### config.mk
export PLATFORM = sky130hd
export DESIGN_NAME = cmd_decoder
export DESIGN_NICKNAME = d
export VERILOG_FILES = /design/src/rtl/cmd_decoder.sv
export SDC_FILE = /design/constraint.sdc
export NUM_CORES = 1
export LEC_CHECK = 0
export BUFFER_PORTS_ARGS = -buffer_cell sky130_fd_sc_hd__clkbuf_2
export CORE_MARGIN = 5
export CORE_UTILIZATION = 45
export DETAILED_ROUTE_END_ITERATION = 12
export PLACE_DENSITY = 0.68
export SLEW_MARGIN = 25
export SYNTH_ARGS = -nofsm -noshare
export SYNTH_HDL_FRONTEND = slang
export SYNTH_SLANG_ARGS = --single-unit
### constraint.sdc
create_clock -name clk -period 4.57 [get_ports clk]
set_input_delay 0 -clock clk [delete_from_list [all_inputs] [get_ports clk]]
set_output_delay 0 -clock clk [all_outputs]
set_load 0.05 [all_outputs]
### src/rtl/cmd_decoder.sv
// Command byte decoder: reads bytes from the shared command register and
// turns them into colour/border/mode register writes and palette RAM writes.
module cmd_decoder #(
  parameter int ERR_CNT_BITS = 8
) (
  input  logic                    clk,
  input  logic                    rst,
  input  logic                    has_data,
  input  logic [7:0]              rd_data,
  output logic                    rd,
  output logic [3:0]              red,
  output logic [3:0]              green,
  output logic [3:0]              blue,
  output logic [3:0]              border,
  output logic [1:0]              mode,
  output logic                    pal_wr,
  output logic [3:0]              pal_idx,
  output logic [11:0]             pal_data,
  output logic                    busy,
  output logic [ERR_CNT_BITS-1:0] err_count
);

  typedef enum logic [1:0] {
    ST_IDLE     = 2'd0,
    ST_ACK      = 2'd1,
    ST_WAIT_CLR = 2'd2
  } state_t;

  localparam logic [ERR_CNT_BITS-1:0] ERR_ONE = {{(ERR_CNT_BITS-1){1'b0}}, 1'b1};
  localparam logic [ERR_CNT_BITS-1:0] ERR_MAX = {ERR_CNT_BITS{1'b1}};

  state_t                  state_reg, state_next;
  logic [7:0]              byte_reg, byte_next;
  logic [1:0]              phase_reg, phase_next;
  logic [3:0]              pend_idx_reg, pend_idx_next;
  logic [3:0]              pend_red_reg, pend_red_next;
  logic [3:0]              chan_reg [4];
  logic [3:0]              chan_next [4];
  logic [1:0]              mode_reg, mode_next;
  logic                    pal_wr_reg, pal_wr_next;
  logic [3:0]              pal_idx_reg, pal_idx_next;
  logic [11:0]             pal_data_reg, pal_data_next;
  logic                    busy_reg, busy_next;
  logic [ERR_CNT_BITS-1:0] err_reg, err_next;
  logic                    rd_reg, rd_next;
  logic                    chan_wr;
  logic [1:0]              chan_sel;

  // Channel index order: 0 blue, 1 green, 2 red, 3 border.
  generate
    for (genvar gi = 0; gi < 4; gi++) begin : g_chan
      assign chan_next[gi] = (chan_wr && (chan_sel == 2'(gi))) ? byte_reg[3:0] : chan_reg[gi];
    end
  endgenerate

  // Handshake FSM and byte parser: next-state and next register values.
  always_comb begin
    state_next    = state_reg;
    byte_next     = byte_reg;
    phase_next    = phase_reg;
    pend_idx_next = pend_idx_reg;
    pend_red_next = pend_red_reg;
    mode_next     = mode_reg;
    pal_wr_next   = 1'b0;
    pal_idx_next  = pal_idx_reg;
    pal_data_next = pal_data_reg;
    err_next      = err_reg;
    rd_next       = 1'b0;
    chan_wr       = 1'b0;
    chan_sel      = byte_reg[5:4];
    case (state_reg)
      ST_IDLE: begin
        if (has_data) begin
          byte_next  = rd_data;
          rd_next    = 1'b1;
          state_next = ST_ACK;
        end
      end
      ST_ACK: begin
        state_next = ST_WAIT_CLR;
        case (phase_reg)
          2'd0: begin
            case (byte_reg[7:6])
              2'b00: chan_wr = 1'b1;
              2'b01: begin
                pend_idx_next = byte_reg[3:0];
                phase_next    = 2'd1;
              end
              2'b10: mode_next = byte_reg[1:0];
              default: begin
                if (err_reg != ERR_MAX) err_next = err_reg + ERR_ONE;
              end
            endcase
          end
          2'd1: begin
            pend_red_next = byte_reg[3:0];
            phase_next    = 2'd2;
          end
          2'd2: begin
            pal_idx_next  = pend_idx_reg;
            pal_data_next = {pend_red_reg, byte_reg};
            pal_wr_next   = 1'b1;
            phase_next    = 2'd0;
          end
          default: phase_next = 2'd0;
        endcase
      end
      ST_WAIT_CLR: begin
        // Wait for the producer to drop has_data so one byte is never read twice.
        if (!has_data) state_next = ST_IDLE;
      end
      default: state_next = ST_IDLE;
    endcase
    busy_next = (phase_next != 2'd0);
  end

  // State and output registers; reset discards any partial palette command.
  always_ff @(posedge clk or posedge rst) begin
    if (rst) begin
      state_reg    <= ST_IDLE;
      byte_reg     <= '0;
      phase_reg    <= '0;
      pend_idx_reg <= '0;
      pend_red_reg <= '0;
      for (int i = 0; i < 4; i++) chan_reg[i] <= '0;
      mode_reg     <= '0;
      pal_wr_reg   <= 1'b0;
      pal_idx_reg  <= '0;
      pal_data_reg <= '0;
      busy_reg     <= 1'b0;
      err_reg      <= '0;
      rd_reg       <= 1'b0;
    end else begin
      state_reg    <= state_next;
      byte_reg     <= byte_next;
      phase_reg    <= phase_next;
      pend_idx_reg <= pend_idx_next;
      pend_red_reg <= pend_red_next;
      for (int i = 0; i < 4; i++) chan_reg[i] <= chan_next[i];
      mode_reg     <= mode_next;
      pal_wr_reg   <= pal_wr_next;
      pal_idx_reg  <= pal_idx_next;
      pal_data_reg <= pal_data_next;
      busy_reg     <= busy_next;
      err_reg      <= err_next;
      rd_reg       <= rd_next;
    end
  end

  assign rd        = rd_reg;
  assign blue      = chan_reg[0];
  assign green     = chan_reg[1];
  assign red       = chan_reg[2];
  assign border    = chan_reg[3];
  assign mode      = mode_reg;
  assign pal_wr    = pal_wr_reg;
  assign pal_idx   = pal_idx_reg;
  assign pal_data  = pal_data_reg;
  assign busy      = busy_reg;
  assign err_count = err_reg;

endmodule

==> results of run 1 <==
[per-stage QoR]
stage | instance area (µm²) | total power [mW] | setup slack [ps] | utilization
2_1_floorplan | 2610 | 1.86 | 2780 | -
3_3_place_gp | 2960 | 2.11 | 2730 | 0.532
3_5_place_dp | 2960 | 2.14 | 2670 | 0.532
4_1_cts | 3210 | 2.55 | 2660 | 0.576
5_1_grt | 3210 | 2.67 | 2550 | 0.576
6_report | 3210 | 2.53 | 2670 | 0.576
[cell type report]
type                            count  area, µm²  area share
Sequential cell                    65       1630       0.506
Multi-Input combinational cell     99        952       0.296
Timing Repair Buffer               67        390       0.121
Clock buffer                       12        145      0.0452
Tap cell                           72       90.1      0.0280
Clock inverter                      1       5.00     0.00156
Inverter                            1       3.75     0.00117
[tightest hold or removal path, delay by kind of cell]
| family | cells | cell delay, ps |
|---|---|---|
| buffers and inverters | 4 | 1270 |
[logic make-up after synthesis]
family / after synthesis
flip-flops: 65
multiplexers: 52
buffers and inverters: 4
AND/OR/NAND/NOR: 37
XOR/XNOR: 4
AO/OA/AOI/OAI: 5
adder cells (fa/ha/maj): 1
[worst max-delay path by stage]
| stage | to | slack (ps) | cells past startpoint |
|---|---|---|---|
| after global placement | pal_data[5]$_DFFE_PP0P_ | 2730 | 3 |
| after global routing | pal_data[9]$_DFFE_PP0P_ | 2550 | 3 |
| after CTS | pal_data[8]$_DFFE_PP0P_ | 2660 | 3 |
| after detailed placement | pal_data[8]$_DFFE_PP0P_ | 2670 | 3 |
| after floorplan | err_count[1]$_DFFE_PP0P_ | 2780 | 5 |
| final | pal_data[8]$_DFFE_PP0P_ | 2670 | 3 |
[cells in the final DEF, fill, tap and decap left out, types with 2 or more instances in the layout]
cell	Yosys	routed
dfrtp_1	65	65
clkbuf_2	0	55
mux2_2	48	48
clkbuf_8	0	10
dlygate4sd3_1	0	10
nand2_1	8	8
nand3_1	4	4
mux2_4	4	4
xnor2_1	4	4
nor2_1	3	3
nand4_1	3	3
a21oi_1	3	3
nand2b_1	2	2
nand3b_1	2	2
nand4b_1	2	2
nor3b_1	2	2
clkbuf_1	0	2
buf_4	0	2
[power breakdown]
group | switching (mW) | total, mW | internal, mW
sequential | 0.217 | 1.03 | 0.812
combinational | 0.745 | 1.10 | 0.355
clock | 0.196 | 0.398 | 0.202
total | 1.16 | 2.53 | 1.37
[what timing repair did]
item | CTS | global route
hold buffers | 10 | 0
setup buffers | 0 | 0
hold endpoints to repair | 75 | 0
[per-layer routing]
metal	vias to the layer above	part of all wire	GRT usage
met5	-	0	0
met1	831	0.44	0.202
met2	50	0.49	0.250
met4	0	0.022	0.0705
met3	12	0.057	0.0548
li1	751	-	-
==> impl_metrics.py, run 1 <==
metrics = {
    "setup_path": {
        "cp_top_family": "simple AND/OR/NAND/NOR gates",
        "end_kind": "flip-flop",
        "critical_path_class": "reg -> reg",
        "slowest_delay_ps": 710,
        "crit_start": "state_reg[1]$_DFFE_PP0P_",
        "ff2ff_path_depth": 3,
        "reg2reg_to": "pal_data[8]$_DFFE_PP0P_",
        "crit_required_ps": 4790,
        "reg2reg_slack_ps": 2670,
        "path_max_fanout": 17,
        "crit_chain": "nand2b_4 > nor3b_4 > mux2_2",
        "r2r_start": "state_reg[1]$_DFFE_PP0P_",
        "arrival_ps": 2120,
        "crit_buf_inv": 0,
        "crit_path_start_kind": "flip-flop",
        "critPathSlowestCell": "nor3b_4",
    },
    "logic_synthesis": {
        "async_flop_share": 1.00,
        "yosysMostFrequentCell": "dfrtp_1",
        "yosysTopAreaCellShare": 0.623,
        "synth_seq_cells": 65,
        "yosys.area_share.adder": 0.00479,
        "synth_seq_area_share": 0.623,
        "postSynthCellCount": 168,
        "syn-cell-area_um2": 2610,
        "synth-compound-area-share": 0.0115,
        "syn_area_per_cell_um2": 15.5,
        "synth_edf_count": 0,
        "synth_top_family_by_area": "multiplexers",
        "synth_flop_cell": "dfrtp_1",
        "synth.largest_area_cell": "dfrtp_1",
        "synth_xor_area_frac": 0.0134,
        "syn_nets": 180,
        "synthTopCellsByArea": "dfrtp_1, mux2_2, mux2_4, xnor2_1, nand2_1",
        "ys_top_cells_by_count": "dfrtp_1, mux2_2, nand2_1",
        "yosysWarnings": 0,
        "ys_types": 30,
        "synthSimpleGateAreaFrac": 0.105,
        "synth.area.mux_share": 0.230,
    },
    "detailed_routing": {
        "drc": 0,
        "routed_wl_um": 5200,
        "drtIter0Drc": 53,
        "wire_per_inst_um": 16.4,
        "first_pass_iters": 4,
        "dr_total_vias": 1644,
        "ant_nets": 0,
        "vias_per_cell": 5.19,
    },
    "cts": {
        "cts-buffers-inserted": 9,
        "path_clk_slew_ps": 60,
        "cts_resized": 0,
        "root_buffer": "clkbuf_8",
        "clock_path_buffers": 2,
        "cts_max_level": 3,
        "cts_tree": "done",
        "clock-sinks": 65,
        "clk_latency_ps": 330,
    },
    "sta": {
        "finalCritPeriodShare": 0.417,
        "setup_tns_ps": 0,
        "post-route-min-period_ps": 1900,
        "slew_viol_final": 0,
        "finalSetupViolCount": 0,
        "rsz0062_at_grt": "false",
        "final_hold_viol_count": 0,
        "max_freq_ghz": 0.525,
        "holdWs_ps": 415,
        "tightest_slew_ps": 843,
        "slew_headroom": 0.437,
        "clock_skew_ps": 6.20,
    },
    "global_routing": {
        "grt_pass1_vias": 1804,
        "antenna_found_initial": 0,
        "grt_util_all_layers": 0.160,
        "grt_max_degree": 66,
        "grt_pass1_wl_um": 8990,
        "gr-total-overflow": 0,
    },
    "cells_and_area": {
        "fillers": 472,
        "largest_reg_flops": 12,
        "synthToLayoutAreaGrowth_pct": 23.1,
        "final_cells": 317,
        "nNetsFinal": 255,
        "diodes": 0,
        "drive_gt1_frac": 0.522,
    },
    "floorplanning": {
        "design.core.area_um2": 5570,
        "die_y_um": 86.2,
        "initial_core_util": 0.468,
        "dieArea_um2": 7420,
        "die_x_um": 86.2,
        "num_rows": 27,
        "ioPinCount": 56,
    },
    "power": {
        "vdd_drop_max_uv": 551,
        "powerDensity_nw_per_um2": 786,
        "power.leakage_nw": 1.58,
    },
    "job": {
        "cap_violations": 0,
    },
    "status": {
        "outcome": "completed",
    },
    "min_path": {
        "hp-class": "in -> async",
    },
    "placed_design": {
        "place.gp.congestion": 0.709,
        "io_buffers": 55,
        "dp.cells": 294,
        "hpwl_um": 3420,
    },
}
Power figures use the tool's default switching activity.
==> run 2: changes to the inputs <==
Settings changed: PLACE_DENSITY 0.68 to 0.71.
Clock period 4.57 ns to 1.6 ns, I/O delays scaled along.
==> impl_metrics.py, run 2 (synthesis results as in run 1) <==
metrics = {
    "cts": {
        "path_clk_slew_ps": 70,
        "cts_tree": "done",
        "clock-sinks": 65,
        "clock_path_buffers": 2,
        "cts-buffers-inserted": 9,
        "cts_max_level": 3,
        "clk_latency_ps": 350,
        "root_buffer": "clkbuf_8",
    },
    "setup_path": {
        "path_max_fanout": 4,
        "slowest_delay_ps": 420,
        "cp_top_family": "simple AND/OR/NAND/NOR gates",
        "end_kind": "flip-flop",
        "crit_start": "phase_reg[0]$_DFF_PP0_",
        "r2r_start": "phase_reg[0]$_DFF_PP0_",
        "critPathSlowestCell": "dfrtp_1",
        "critical_path_class": "reg -> reg",
        "arrival_ps": 1830,
        "crit_chain": "nor4b_4 > buf_4 > nand4_1 > mux2_2",
        "crit_buf_inv": 1,
        "crit_path_start_kind": "flip-flop",
        "crit_required_ps": 1830,
    },
    "detailed_routing": {
        "drc": 0,
        "ant_nets": 0,
        "wire_per_inst_um": 15.9,
        "vias_per_cell": 4.99,
        "routed_wl_um": 5290,
        "dr_total_vias": 1656,
        "drtIter0Drc": 80,
        "first_pass_iters": 4,
    },
    "cells_and_area": {
        "final_cell_mix": "dfrtp_1, clkbuf_2, mux2_2",
        "largest_reg_flops": 12,
        "drive_gt1_frac": 0.562,
        "final_cells": 332,
        "fin_area_um2": 3360,
        "final_common_cell": "dfrtp_1",
        "nNetsFinal": 268,
        "diodes": 0,
        "synthToLayoutAreaGrowth_pct": 28.9,
    },
    "status": {
        "outcome": "completed",
    },
    "sta": {
        "rsz0062_at_grt": "true",
        "tightest_slew_ps": 341,
        "slew_viol_final": 0,
        "layout_setup_ws_ps": 2.93,
        "slew_headroom": 0.772,
        "clock_skew_ps": 11.1,
        "holdWs_ps": 267,
        "final_hold_viol_count": 0,
        "post-route-min-period_ps": 1600,
        "finalSetupViolCount": 0,
        "finalCritPeriodShare": 0.998,
        "max_freq_ghz": 0.626,
    },
    "floorplanning": {
        "die_x_um": 86.2,
        "ioPinCount": 56,
        "num_rows": 27,
        "die_y_um": 86.2,
        "design.core.area_um2": 5570,
        "initial_core_util": 0.468,
        "dieArea_um2": 7420,
    },
    "power": {
        "total_power_mw": 7.35,
        "powerDensity_nw_per_um2": 2180,
        "vdd_drop_max_uv": 1330,
        "power.leakage_nw": 1.67,
    },
    "placed_design": {
        "place.gp.congestion": 0.729,
        "post-place-ws_ps": -53.5,
        "io_buffers": 55,
        "place_area_um2": 3070,
        "dp.cells": 306,
        "hpwl_um": 3590,
    },
    "global_routing": {
        "gr-total-overflow": 0,
        "grt_util_all_layers": 0.160,
        "grt_max_degree": 66,
        "antenna_found_initial": 0,
        "grt_pass1_wl_um": 8940,
        "grt_pass1_vias": 1740,
    },
    "min_path": {
        "hp-class": "in -> async",
    },
    "job": {
        "cap_violations": 0,
    },
}
run 2: final cells by class:
class	count	area, µm²
timing repair buffer	80	512
sequential	65	1630
tap	72	90.1
clock inverter	3	20.0
inverter	1	7.51
multi-input combinational	99	971
clock buffer	12	135
fill	458	2210
run 2: per-layer routing:
layer	vias up	global-route usage	part of all wire
met4	0	0.0561	0.015
met3	9	0.0663	0.067
met5	-	0	0
li1	778	-	-
met2	43	0.238	0.48
met1	826	0.212	0.44
run 2: final timing paths:
kind	to	cells after the start	slack [ps]
max	border[1]$_DFFE_PP0P_	4	3
max reg2reg	border[1]$_DFFE_PP0P_	4	3
max in group asynchronous	pal_idx[0]$_DFFE_PP0P_	4	1040
min	err_count[2]$_DFFE_PP0P_	4	270
min in group clk	byte_reg[1]$_DFFE_PP0P_	3	430
min reg2reg	pal_data[10]$_DFFE_PP0P_	1	500
run 2: tightest hold or removal path, stage by stage:
cell and delay (ps):
dlygate4sd3_1 530, clkbuf_2 120, clkinvlp_4 70, buf_12 290
run 2: through the flow:
step                TNS [ps]  utilization
global route            -621        0.604
global placement       -6.23        0.551
CTS                        0        0.598
floorplan              -21.2            -
detailed placement      -214        0.551
finish                     0        0.604
run 2: repair_timing:
action,4_1_cts,5_1_grt
endpoints found under the hold margin,75,0
pin swaps,1,2
hold buffers,10,0
endpoints found under the setup margin,11,26
gates resized for setup,0,6
buffers inserted,1,0
run 2: report_power, final:
part	switching, mW	internal [mW]	total (mW)
registers	0.588	2.32	2.91
logic	2.18	1.12	3.30
clock network	0.588	0.551	1.14
total	3.36	3.99	7.35
